<file path="src/rtl/lfsr_seq_ctrl.sv">
// Round-robin sequencer sharing one N-bit LFSR datapath among REQS requesters.
// Each grant loads the requester's seed, steps until the seed recurs and reports the period.
module lfsr_seq_ctrl #(
   parameter  int unsigned N    = 4,
   parameter  int unsigned REQS = 4,
   localparam int unsigned ID_W = $clog2(REQS)
) (
   input  logic              clk,
   input  logic              reset,
   input  logic [REQS-1:0]   req,
   input  logic [REQS*N-1:0] req_seed,
   output logic [REQS-1:0]   gnt,
   output logic              busy,
   output logic              lfsr_load,
   output logic [N-1:0]      lfsr_seed,
   output logic              lfsr_en,
   input  logic [N-1:0]      lfsr_q,
   output logic              rsp_valid,
   input  logic              rsp_ready,
   output logic [ID_W-1:0]   rsp_id,
   output logic [N:0]        rsp_period,
   output logic              rsp_timeout
);

   typedef enum logic [1:0] {StIdle, StLoad, StRun, StResp} state_e;

   localparam logic [N:0] MaxCount = {1'b1, {N{1'b0}}};

   state_e          r_state, w_state_d;
   logic [N-1:0]    r_seed, w_seed_d;
   logic [ID_W-1:0] r_id, w_id_d;
   logic [ID_W-1:0] r_last, w_last_d;
   logic [N:0]      r_count, w_count_d;
   logic [N:0]      r_period, w_period_d;
   logic            r_timeout, w_timeout_d;

   logic            w_any;
   logic [ID_W-1:0] w_pick;
   logic [ID_W-1:0] w_cand;
   int unsigned     w_idx;
   logic [N-1:0]    w_seed;

   // Search starts one past the last served requester so service rotates.
   always_comb begin
      w_any  = 1'b0;
      w_pick = '0;
      w_idx  = 0;
      w_cand = '0;
      for (int unsigned k = 1; k <= REQS; k++) begin
         w_idx  = (32'(r_last) + k) % REQS;
         w_cand = ID_W'(w_idx);
         if (!w_any && req[w_cand]) begin
            w_any  = 1'b1;
            w_pick = w_cand;
         end
      end
   end

   always_comb begin
      w_seed = '0;
      for (int unsigned i = 0; i < REQS; i++) begin
         if (w_pick == ID_W'(i)) begin
            w_seed = req_seed[i*N +: N];
         end
      end
   end

   always_comb begin
      w_state_d   = r_state;
      w_seed_d    = r_seed;
      w_id_d      = r_id;
      w_last_d    = r_last;
      w_count_d   = r_count;
      w_period_d  = r_period;
      w_timeout_d = r_timeout;
      gnt         = '0;
      lfsr_load   = 1'b0;
      lfsr_en     = 1'b0;

      unique case (r_state)
         StIdle: begin
            if (w_any && reset) begin
               gnt[w_pick] = 1'b1;
               w_seed_d    = w_seed;
               w_id_d      = w_pick;
               if (w_seed != '0) begin
                  w_state_d = StLoad;
               end else begin
                  // A zero seed can never cycle; report it without touching the datapath.
                  w_state_d   = StResp;
                  w_period_d  = '0;
                  w_timeout_d = 1'b1;
               end
            end
         end
         StLoad: begin
            lfsr_load = 1'b1;
            w_count_d = '0;
            w_state_d = StRun;
         end
         StRun: begin
            if (r_count != '0 && lfsr_q == r_seed) begin
               w_period_d  = r_count;
               w_timeout_d = 1'b0;
               w_state_d   = StResp;
            end else if (r_count == MaxCount) begin
               w_period_d  = MaxCount;
               w_timeout_d = 1'b1;
               w_state_d   = StResp;
            end else begin
               lfsr_en   = 1'b1;
               w_count_d = r_count + (N+1)'(1);
            end
         end
         StResp: begin
            if (rsp_ready) begin
               w_last_d  = r_id;
               w_state_d = StIdle;
            end
         end
         default: w_state_d = StIdle;
      endcase
   end

   always_ff @(posedge clk) begin
      if (!reset) begin
         r_state   <= StIdle;
         r_seed    <= '0;
         r_id      <= '0;
         r_last    <= ID_W'(REQS - 1);
         r_count   <= '0;
         r_period  <= '0;
         r_timeout <= 1'b0;
      end else begin
         r_state   <= w_state_d;
         r_seed    <= w_seed_d;
         r_id      <= w_id_d;
         r_last    <= w_last_d;
         r_count   <= w_count_d;
         r_period  <= w_period_d;
         r_timeout <= w_timeout_d;
      end
   end

   assign busy        = (r_state != StIdle);
   assign lfsr_seed   = busy ? r_seed : '0;
   assign rsp_valid   = (r_state == StResp);
   assign rsp_id      = r_id;
   assign rsp_period  = r_period;
   assign rsp_timeout = r_timeout;

   a_load_en_excl: assert property (@(posedge clk) disable iff (!reset) !(lfsr_load && lfsr_en));
   a_gnt_onehot:   assert property (@(posedge clk) disable iff (!reset) $onehot0(gnt));

endmodule

</file>
<file path="config.mk">
export PLATFORM = sky130hd
export DESIGN_NAME = lfsr_seq_ctrl
export DESIGN_NICKNAME = d
export VERILOG_FILES = /design/src/rtl/lfsr_seq_ctrl.sv
export SDC_FILE = /design/constraint.sdc
export NUM_CORES = 1
export LEC_CHECK = 0
export CORE_MARGIN = 10
export CORE_UTILIZATION = 56
export DETAILED_ROUTE_END_ITERATION = 7
export DONT_BUFFER_PORTS = 1
export GPL_ROUTABILITY_DRIVEN = 0
export PLACE_DENSITY = 0.82
export SLEW_MARGIN = 10
export SYNTH_ARGS = -nofsm -noshare
export SYNTH_HDL_FRONTEND = slang
export SYNTH_SLANG_ARGS = --single-unit
</file>
<file path="constraint.sdc">
create_clock -name clk -period 7 [get_ports clk]
set_input_delay 0.7 -clock clk [delete_from_list [all_inputs] [get_ports clk]]
set_output_delay 0.7 -clock clk [all_outputs]
set_load 0.05 [all_outputs]
</file>
==> Implementation_results.wiki, run 1 <==
{| class="wikitable"
! Metric !! Value
|-
| Number of ports placed on the die boundary || 47
|-
| Global-route wire length before repair || 6.48 mm
|-
| DP Cell Count || 211
|-
| Cell type group with the largest total delay on the critical path || simple AND/OR/NAND/NOR gates
|-
| Clock transition at the registers of the reported paths || 120 ps
|-
| Flops & latches, synth || 21
|-
| Crit Path Category || reg2out
|-
| Tightest Pin Transition || 949 ps
|-
| Clk sinks || 21
|-
| Final Hold Viols || 0
|-
| Total power consumption of the routed design || 461 uW
|-
| Startpoint types || flip-flop
|-
| H-Tree Level Count || 1
|-
| Highest fanout seen on the critical path || 7
|-
| Max Slew Vio Count || 0
|-
| Synthesized-area fraction occupied by adder cells || 5.10%
|-
| Required time reported for the critical path endpoint || 6300 ps
|-
| Count of buffering cells on the critical path with inverters included || 1
|-
| Leakage power figure || 0.000638 uW
|-
| Hold-fix buffers, CTS || 0
|-
| Standard cell core area || 0.00250 mm2
|-
| Post-layout instance count excluding filler cells || 215
|-
| Post-DP HPWL || 3.14 mm
|-
| Total via count after detailed routing || 1381
|-
| Final clock period utilization by the worst path || 43.7%
|-
| Reported max-cap violation count || 0
|-
| Unrepaired setup endpoints after global routing || no
|-
| Die ar. || 0.00508 mm2
|-
| Number of nets still failing antenna checks after routing || 0
|-
| IR Drop Worst-Case VDD || 0.000253 V
|-
| Clock Path Buffers || 2
|-
| Total length of routed wires || 3.88 mm
|-
| Critical Path AT || 2360 ps
|-
| Max stage delay cell, worst path || sky130_fd_sc_hd__and2_1
|-
| Xor and xnor area share after synthesis || 3.57%
|-
| Clock skew || 5.18 ps
|-
| End-of-flow core utilization || 60.7%
|-
| Number of buffers inserted to repair setup after CTS || 0
|-
| Area growth from synthesis to layout || 3.06%
|-
| Die W || 71.3 um
|-
| Number of cells produced by synthesis || 186
|-
| Final-layout worst hold slack || 460 ps
|-
| Via count of the first global-routing pass || 1370
|-
| Area share of the largest cell type after synthesis || 28.5%
|-
| Synth Cell Area || 0.00147 mm2
|-
| Average vias per placed instance || 6.42
|-
| Sequential-to-total area share from yosys stat || 28.5%
|-
| Violation count after the first detailed-routing iteration || 94
|-
| Hold path endpoint || r_last[0]
|-
| Post-route setup TNS || 0 ps
|-
| Peak clock frequency supported by timing || 327 MHz
|-
| Number of synthesized flops with an enable pin || 0
|-
| Antenna violations before repair || 0
|-
| Number of diodes added for antenna fixing || 0
|-
| Share of post-route cells with drive strength above 1 || 13.5%
|-
| CTS root buf || sky130_fd_sc_hd__clkbuf_4
|-
| Number of nets produced by synthesis || 219
|-
| Worst Reg2Reg Path Length in Cells || 8
|-
| Most used flip-flop cell after synthesis || sky130_fd_sc_hd__dfxtp_1
|-
| Worst Hold Depth || 1
|-
| List of cells traversed by the critical path || inv_1, ha_1, nor3b_1, mux2i_1, and2_1
|-
| Source-to-sink clock delay at the later pin of the worst-skew pair || 310 ps
|-
| Rel. slew slack || 36.6%
|-
| Type of the tightest min-delay check || in2reg
|-
| Final critical path time including I/O delays and setup || 3060 ps
|-
| Number of cell rows || 18
|-
| Worst stage delay on the critical path || 650 ps
|-
| Quantity of gates resized following cts || 0
|-
| Synthesized area per cell || 7.92 um2
|-
| Largest net degree at the start of global routing || 19
|-
| Compound-cell area share of the yosys netlist || 24.0%
|-
| Async set or reset register ratio after synthesis || 0%
|-
| Final #Nets || 219
|-
| Clock tree from TritonCTS || yes
|-
| Run status || complete, no violations
|-
| Overall Global Routing Usage || 14.9%
|-
| Category of the worst setup path capture point || primary output
|-
| Number of endpoints failing setup at the final stage || 0
|-
| Register-to-register setup slack || 4240 ps
|-
| Fraction of synthesized area in multiplexers || 3.48%
|-
| Number of detailed-route iterations in the first pass || 5
|-
| Remaining Overflow, GRT || 0
|-
| Routed wire length per instance || 18.1 um
|-
| Ratio of total power to cell area || 304 mW/mm2
|-
| Drc violations || 0
|-
| Reg-to-Reg Start || r_count[0]
|-
| RR Endpoint || r_state[1]
|-
| Buffers added on ports || 0
|-
| Startpoint of the most critical hold path || reset
|-
| Simple-gate share of the synthesized area || 27.7%
|-
| Clock buffers created by TritonCTS || 3
|-
| Area contributors post-synth || sky130_fd_sc_hd__dfxtp_1 29%, sky130_fd_sc_hd__ha_1 5.1%, sky130_fd_sc_hd__o21ai_0 4.4%
|-
| Vertical extent of the die || 71.3 um
|-
| Initial Util || 58.9%
|-
| Number of synthesis warnings || 0
|-
| Most area-hungry cell type in the Yosys netlist || sky130_fd_sc_hd__dfxtp_1
|-
| Number of distinct library cells after synthesis || 49
|-
| Main combinational cell family by area after synthesis || simple AND/OR/NAND/NOR gates
|}
-- worst max-delay path by stage --
stage | to | cells past startpoint | start | slack [ps]
global placement | rsp_period[0] | 7 | lfsr_q[3] | 4130
finish | lfsr_en | 5 | r_count[0] | 3940
CTS | gnt[2] | 5 | r_state[0] | 3990
floorplan | gnt[0] | 5 | req[3] | 3900
global route | lfsr_en | 5 | r_count[0] | 3780
detailed placement | rsp_period[0] | 7 | lfsr_q[3] | 4040
-- per-layer routing --
layer	wire length (um)	up-vias	GRT usage (%)
met5	0	-	0
met4	41	0	3.66
met1	1470	660	16.2
li1	-	663	-
met3	360	6	4.55
met2	2010	52	27.3
-- cells in the final DEF, fill, tap and decap left out, types with 4 or more instances in the layout --
cell                      count
sky130_fd_sc_hd__nor2b_1      5
sky130_fd_sc_hd__nor2_1      13
sky130_fd_sc_hd__and2_2       5
sky130_fd_sc_hd__xor2_1       6
sky130_fd_sc_hd__nand2_1     15
sky130_fd_sc_hd__o21ai_0     13
sky130_fd_sc_hd__ha_1         6
sky130_fd_sc_hd__dfxtp_1     21
sky130_fd_sc_hd__a221o_1      5
sky130_fd_sc_hd__nand3_1     12
sky130_fd_sc_hd__a21oi_1     10
sky130_fd_sc_hd__mux2i_1      4
sky130_fd_sc_hd__inv_1       14
sky130_fd_sc_hd__and2b_2      4
-- where the power goes --
part | internal (uW) | switching (uW)
clock | 21.4 | 39.0
combinational | 67.0 | 171
sequential | 138 | 25.5
total | 226 | 235
-- synthesized netlist by cell type, types with 2 or more instances --
cell / number
sky130_fd_sc_hd__dfxtp_1: 21
sky130_fd_sc_hd__nand2_1: 15
sky130_fd_sc_hd__inv_1: 14
sky130_fd_sc_hd__nor2_1: 13
sky130_fd_sc_hd__o21ai_0: 13
sky130_fd_sc_hd__nand3_1: 12
sky130_fd_sc_hd__a21oi_1: 10
sky130_fd_sc_hd__ha_1: 6
sky130_fd_sc_hd__xor2_1: 6
sky130_fd_sc_hd__a221o_1: 5
sky130_fd_sc_hd__and2_2: 5
sky130_fd_sc_hd__nor2b_1: 5
sky130_fd_sc_hd__nor3_1: 5
sky130_fd_sc_hd__and2b_2: 4
sky130_fd_sc_hd__mux2i_1: 4
sky130_fd_sc_hd__buf_6: 3
sky130_fd_sc_hd__clkbuf_1: 3
sky130_fd_sc_hd__or2_1: 3
sky130_fd_sc_hd__a311oi_1: 2
sky130_fd_sc_hd__and3_1: 2
sky130_fd_sc_hd__buf_4: 2
sky130_fd_sc_hd__nand2b_1: 2
sky130_fd_sc_hd__nand4_1: 2
sky130_fd_sc_hd__nor2_2: 2
sky130_fd_sc_hd__o211ai_1: 2
sky130_fd_sc_hd__o21ai_1: 2
-- worst reg2reg max path: cells and delay by family (launching register included) --
family,cells,cell delay (ps)
AND/OR/NAND/NOR,2,1040
AO/OA/AOI/OAI,3,630
multiplexers,1,410
flip-flops,1,380
adder cells (fa/ha/maj),1,150
buffers and inverters,1,90
-- cell type report --
type | instances | area [um2]
fillers | 223 | 982
multi-input cells | 143 | 957
flip-flops and latches | 21 | 420
inverters | 14 | 52.6
well taps | 30 | 37.5
clock buffers | 3 | 22.5
repair buffers | 3 | 22.5
clock inverters | 1 | 5.00
-- logic make-up (layout without fill, tap and decap cells) --
| logic type | Yosys count | count (layout) |
|---|---|---|
| and+or+nand+nor | 76 | 76 |
| adders and majority gates | 6 | 6 |
| AOI/OAI and AO/OA | 50 | 50 |
| muxes | 5 | 5 |
| DFF | 21 | 21 |
| xor gates and xnor gates | 6 | 6 |
| buffers and inverters | 22 | 21 |
-- metrics by stage --
step	setup WS, ps	area, um2
2_1_floorplan	3900	1470
3_3_place_gp	4130	1490
3_5_place_dp	4040	1490
4_1_cts	3990	1520
5_1_grt	3780	1520
6_report	3940	1520
-- registers in the layout, summed over array words and instances, names as in the netlist --
register	cells
r_count	5
r_last	2
r_seed	4
r_state	2
rsp_id	2
rsp_period	5
rsp_timeout	1
(Power assumes the default switching activity.)
==> run 2, diff against run 1 <==
Settings changed: PLACE_DENSITY 0.82 to 0.85.
Clock period 7 ns to 2.7 ns, I/O delays scaled along.
==> Implementation_results.wiki, run 2 (synthesis results as in run 1) <==
{| class="wikitable"
! Metric !! Value
|-
| Most frequent cells in the layout || 20 x sky130_fd_sc_hd__dfxtp_1, 15 x sky130_fd_sc_hd__nand2_1, 14 x sky130_fd_sc_hd__inv_1
|-
| Average vias per placed instance || 6.26 (-2.5%)
|-
| Final critical path time including I/O delays and setup || 2550 ps
|-
| Number of fillers in the final layout || 222 (-0.45%)
|-
| Leakage power figure || 0.000683 uW (+7.0%)
|-
| Multi-input combinational cell area || 952 um2 (-0.52%)
|-
| Total length of routed wires || 3.87 mm (-0.26%)
|-
| Ratio of total power to cell area || 784 mW/mm2 (+160%)
|-
| Final #Nets || 228 (+4.1%)
|-
| Reported max-cap violation count || 0 (unchanged)
|-
| Category of the worst setup path capture point || flip-flop
|-
| Violation count after the first detailed-routing iteration || 106 (+13%)
|-
| Clock skew || 5.40 ps (+0.219 ps)
|-
| Worst Hold Depth || 1 (unchanged)
|-
| Crit Path Category || reg2reg
|-
| Buffers added on ports || 0 (unchanged)
|-
| End of the critical path || rsp_period[3]
|-
| Clock Path Buffers || 2 (unchanged)
|-
| Number of diodes added for antenna fixing || 0 (unchanged)
|-
| Total via count after detailed routing || 1403 (+1.6%)
|-
| Max Slew Vio Count || 0 (unchanged)
|-
| Final clock period utilization by the worst path || 94.5%
|-
| Standard cell core area || 0.00250 mm2 (unchanged)
|-
| Peak clock frequency supported by timing || 392 MHz
|-
| Final Hold Viols || 0 (unchanged)
|-
| Largest net degree at the start of global routing || 18 (-1)
|-
| Critical Path AT || 2770 ps (+410 ps)
|-
| Remaining Overflow, GRT || 0 (unchanged)
|-
| Global-route wire length before repair || 6.38 mm (-1.6%)
|-
| Post-DP HPWL || 3.11 mm (-0.78%)
|-
| Overall Global Routing Usage || 14.7% (-0.24 points)
|-
| Number of ports placed on the die boundary || 47 (unchanged)
|-
| Required time reported for the critical path endpoint || 2920 ps (-3380 ps)
|-
| Post-route setup TNS || 0 ps (unchanged)
|-
| Run status || complete, no violations
|-
| Startpoint types || flip-flop
|-
| Post-layout instance count excluding filler cells || 224 (+4.2%)
|-
| Routed wire length per instance || 17.3 um (-4.3%)
|-
| Vertical extent of the die || 71.3 um (unchanged)
|-
| Number of buffers inserted to repair setup after CTS || 0 (unchanged)
|-
| Worst Reg2Reg Path Length in Cells || 8 (unchanged)
|-
| CTS root buf || sky130_fd_sc_hd__clkbuf_4
|-
| Highest fanout seen on the critical path || 7 (unchanged)
|-
| Drc violations || 0 (unchanged)
|-
| Reg area || 422 um2 (+0.30%)
|-
| Die W || 71.3 um (unchanged)
|-
| Antenna violations before repair || 0 (unchanged)
|-
| Reg-to-Reg Start || r_last[1]
|-
| Clock transition at the registers of the reported paths || 120 ps (about the same)
|-
| Number of cell rows || 18 (unchanged)
|-
| Initial Util || 58.9% (unchanged)
|-
| RR Endpoint || rsp_period[3]
|-
| Clock buffers created by TritonCTS || 3 (unchanged)
|-
| Via count of the first global-routing pass || 1397 (+2.0%)
|-
| Most common cell after layout, fill and taps aside || sky130_fd_sc_hd__dfxtp_1
|-
| Hold-fix buffers, CTS || 0 (unchanged)
|-
| Tightest Pin Transition || 564 ps (-385 ps)
|-
| Number of endpoints failing setup at the final stage || 0 (unchanged)
|-
| Number of detailed-route iterations in the first pass || 5 (unchanged)
|-
| Area growth from synthesis to layout || 7.39%
|-
| H-Tree Level Count || 1 (unchanged)
|-
| Post-route cell area || 0.00158 mm2 (+4.2%)
|-
| Max stage delay cell, worst path || sky130_fd_sc_hd__a222oi_1
|-
| Number of nets still failing antenna checks after routing || 0 (unchanged)
|-
| List of cells traversed by the critical path || mux2i_1, o22ai_1, or2_1, nand3b_1, a222oi_1, and2_2, nor2_2, a221o_1
|-
| Type of the tightest min-delay check || in2reg
|-
| Worst stage delay on the critical path || 440 ps (-210 ps)
|-
| Clock tree from TritonCTS || yes
|-
| Share of post-route cells with drive strength above 1 || 17.5% (+4.0 points)
|-
| DP Area || 0.00155 mm2 (+4.2%)
|-
| Unrepaired setup endpoints after global routing || no
|-
| IR Drop Worst-Case VDD || 0.000527 V (+110%)
|-
| Die ar. || 0.00508 mm2 (unchanged)
|-
| DP Cell Count || 220 (+4.3%)
|-
| Source-to-sink clock delay at the later pin of the worst-skew pair || 320 ps (about the same)
|-
| Clk sinks || 21 (unchanged)
|-
| Crit path launch || r_last[1]
|-
| Register-to-register setup slack || 150 ps (-4090 ps)
|-
| Rel. slew slack || 62.3% (+26 points)
|}
-- run 2: worst max-delay path: cells and delay by family (launching register included) --
kind,cells,cell delay (ps)
flops,1,410
compound gates,3,910
mux,1,220
simple gates,4,900
-- run 2: per-stage QoR --
stage	total power [uW]	hold slack, ps	setup slack [ps]	util, %
global route	1320	1.83	11.4	63.3
global placement	1060	345	315	62.1
detailed placement	1080	348	139	62.1
CTS	1240	14.2	109	63.2
finish	1240	16.6	150	63.3
floorplan	949	430	195	-
-- run 2: layer usage --
layer / part of all wire (%) / GRT usage [%] / wire [um]
met5: 0 / 0 / 0
met4: 1.7 / 5.59 / 64
met3: 9.6 / 5.51 / 370
met2: 50 / 25.9 / 1940
met1: 39 / 15.4 / 1500
-- run 2: cell type report --
class / count / share of cell area [%]
Clock buffer: 3 / 1.42
Timing Repair Buffer: 12 / 5.70
Sequential cell: 21 / 26.7
Tap cell: 30 / 2.37
Inverter: 14 / 3.32
Multi-Input combinational cell: 143 / 60.2
Clock inverter: 1 / 0.316
-- run 2: where the power goes --
part | switching, uW | internal [uW] | total [uW]
Combinational | 442 | 214 | 656
Sequential | 66.4 | 358 | 424
Clock | 105 | 55.6 | 161
-- run 2: what timing repair did --
item / CTS / global route
endpoints found under the hold margin: 0 / 0
setup endpoints to repair: 0 / 5
resized for setup: 0 / 1
-- run 2: worst min-delay path by stage --
stage | endpoint | start | slack [ps]
after floorplan | r_last[0] | rsp_ready | 430
after global placement | r_last[1] | reset | 340
after detailed placement | r_last[0] | reset | 350
after CTS | r_last[0] | reset | 10
after global routing | r_last[0] | reset | 2
final | r_last[0] | reset | 20
==> run 3, diff against run 2 <==
Settings changed: PLACE_DENSITY 0.85 to 0.82, REMOVE_ABC_BUFFERS set to 1.
Clock period 2.7 ns to 2.5 ns, I/O delays scaled along.
==> Implementation_results.wiki, run 3 (synthesis results as in run 1) <==
{| class="wikitable"
! Metric !! Value
|-
| Largest net degree at the start of global routing || 17 (-1)
|-
| Area growth from synthesis to layout || 11.4%
|-
| Buffers added on ports || 0 (unchanged)
|-
| Number of buffers inserted to repair setup after CTS || 0 (unchanged)
|-
| Number of detailed-route iterations in the first pass || 4 (-1)
|-
| Post-route setup TNS || 0 ps (unchanged)
|-
| Number of cell rows || 18 (unchanged)
|-
| IR Drop Worst-Case VDD || 0.000544 V (+3.1%)
|-
| DP Area || 0.00159 mm2 (+2.6%)
|-
| Routed wire length per instance || 16.9 um (-2.3%)
|-
| Drc violations || 0 (unchanged)
|-
| Post-layout instance count excluding filler cells || 229 (+2.2%)
|-
| Category of the worst setup path capture point || flip-flop
|-
| Final Hold Viols || 0 (unchanged)
|-
| Post-DP HPWL || 3.06 mm (-1.6%)
|-
| Critical Path AT || 2600 ps (-170 ps)
|-
| Highest fanout seen on the critical path || 7 (unchanged)
|-
| Standard cell core area || 0.00250 mm2 (unchanged)
|-
| Final critical path time including I/O delays and setup || 2390 ps (-165 ps)
|-
| Number of nets still failing antenna checks after routing || 0 (unchanged)
|-
| Type of the tightest min-delay check || in2reg
|-
| Overall Global Routing Usage || 15.1% (+0.43 points)
|-
| Clock transition at the registers of the reported paths || 130 ps (about the same)
|-
| Remaining Overflow, GRT || 0 (unchanged)
|-
| Violation count after the first detailed-routing iteration || 82 (-23%)
|-
| Clock buffers created by TritonCTS || 3 (unchanged)
|-
| Most frequent cells in the layout || 20 x sky130_fd_sc_hd__dfxtp_1, 16 x sky130_fd_sc_hd__buf_4, 15 x sky130_fd_sc_hd__nand2_1
|-
| Rel. slew slack || 59.6% (-2.8 points)
|-
| Post-route cell area || 0.00164 mm2 (+3.7%)
|-
| Crit Path Category || reg2reg
|-
| Peak clock frequency supported by timing || 419 MHz (+6.9%)
|-
| Startpoint types || flip-flop
|-
| Most common cell after layout, fill and taps aside || sky130_fd_sc_hd__dfxtp_1
|-
| H-Tree Level Count || 1 (unchanged)
|-
| Number of diodes added for antenna fixing || 0 (unchanged)
|-
| Number of ports placed on the die boundary || 47 (unchanged)
|-
| Final clock period utilization by the worst path || 95.4% (+0.96 points)
|-
| Total power consumption of the routed design || 1370 uW (+10%)
|-
| Clock tree from TritonCTS || yes
|-
| Reg area || 422 um2 (unchanged)
|-
| Number of endpoints failing setup at the final stage || 0 (unchanged)
|-
| Total length of routed wires || 3.87 mm (-0.15%)
|-
| Die W || 71.3 um (unchanged)
|-
| Run status || complete, no violations
|-
| Leakage power figure || 0.000712 uW (+4.1%)
|-
| Ratio of total power to cell area || 834 mW/mm2 (+6.4%)
|-
| Multi-input combinational cell area || 971 um2 (+2.0%)
|-
| Die ar. || 0.00508 mm2 (unchanged)
|-
| Clock Path Buffers || 2 (unchanged)
|-
| Clock skew || 12.5 ps (+7.07 ps)
|-
| Tightest Pin Transition || 606 ps (+41.4 ps)
|-
| Clk sinks || 21 (unchanged)
|-
| DP Cell Count || 224 (+1.8%)
|-
| Reported max-cap violation count || 0 (unchanged)
|-
| CTS root buf || sky130_fd_sc_hd__clkbuf_4
|-
| Vertical extent of the die || 71.3 um (unchanged)
|-
| Number of fillers in the final layout || 197 (-11%)
|-
| Required time reported for the critical path endpoint || 2720 ps (-200 ps)
|-
| Global-route wire length before repair || 6.44 mm (+0.97%)
|-
| Final #Nets || 233 (+2.2%)
|-
| Via count of the first global-routing pass || 1322 (-5.4%)
|-
| Share of post-route cells with drive strength above 1 || 21.1% (+3.6 points)
|-
| Average vias per placed instance || 6.12 (-2.3%)
|-
| Initial Util || 58.9% (unchanged)
|-
| Antenna violations before repair || 0 (unchanged)
|-
| Source-to-sink clock delay at the later pin of the worst-skew pair || 330 ps (about the same)
|-
| Max Slew Vio Count || 0 (unchanged)
|-
| Total via count after detailed routing || 1401 (-0.14%)
|}
[run 3: cell types whose count changed in the layout (fill, tap and decap cells not counted), sizes merged]
| cell | previous run | this run |
|---|---|---|
| buf | 12 | 16 |
| dlygate4sd3 | 0 | 1 |
[run 3: power by group]
part | total (uW) | internal, uW | switching [uW]
logic | 735 | 252 | 484
clock network | 176 | 60.1 | 116
registers | 457 | 386 | 71.0
[run 3: final timing paths]
path              startpoint             to  slack (ps)  cells after the start
hold / removal         reset      r_seed[2]          50                      2
setup reg to reg   r_last[1]  rsp_period[0]         110                      8
setup / recovery   r_last[1]  rsp_period[0]         110                      8
hold reg to reg    r_seed[2]      r_seed[2]         520                      2
[run 3: metal layers]
layer  track usage (%)  share of wire (%)  up-vias
li1                  -                  -      688
met4              5.81                1.4        0
met5                 0                  0        -
met1              17.2                 40      654
met3              6.20                9.5        5
met2              24.5                 48       54
[run 3: metrics by stage]
stage	hold WS [ps]	setup slack (ps)	utilization (%)
floorplan	322	-157	-
global placement	329	168	63.7
detailed placement	330	53.7	63.7
CTS	48.8	21.7	65.2
global route	47.1	-16.4	65.6
finish	51.8	114	65.6
[run 3: repair_timing]
item	4_1_cts	5_1_grt
hold endpoints to repair	2	0
hold buffers	1	0
endpoints found under the setup margin	0	6
resized for setup	0	3
[run 3: critical path: stages (launching register included)]
cell and delay, ps:
sky130_fd_sc_hd__dfxtp_2 410, sky130_fd_sc_hd__mux2i_1 260, sky130_fd_sc_hd__o22ai_2 130, sky130_fd_sc_hd__or2_4 290, sky130_fd_sc_hd__nand3b_1 180, sky130_fd_sc_hd__a222oi_1 370, sky130_fd_sc_hd__and2_2 250, sky130_fd_sc_hd__nor2_2 70
sky130_fd_sc_hd__a221o_1 320
[run 3: layout make-up]
cell class / count / area share (%)
Clock inverter: 1 / 0.305
Timing Repair Buffer: 17 / 7.93
Multi-Input combinational cell: 143 / 59.2
Sequential cell: 21 / 25.7
Clock buffer: 3 / 1.37
Tap cell: 30 / 2.29
Inverter: 14 / 3.20
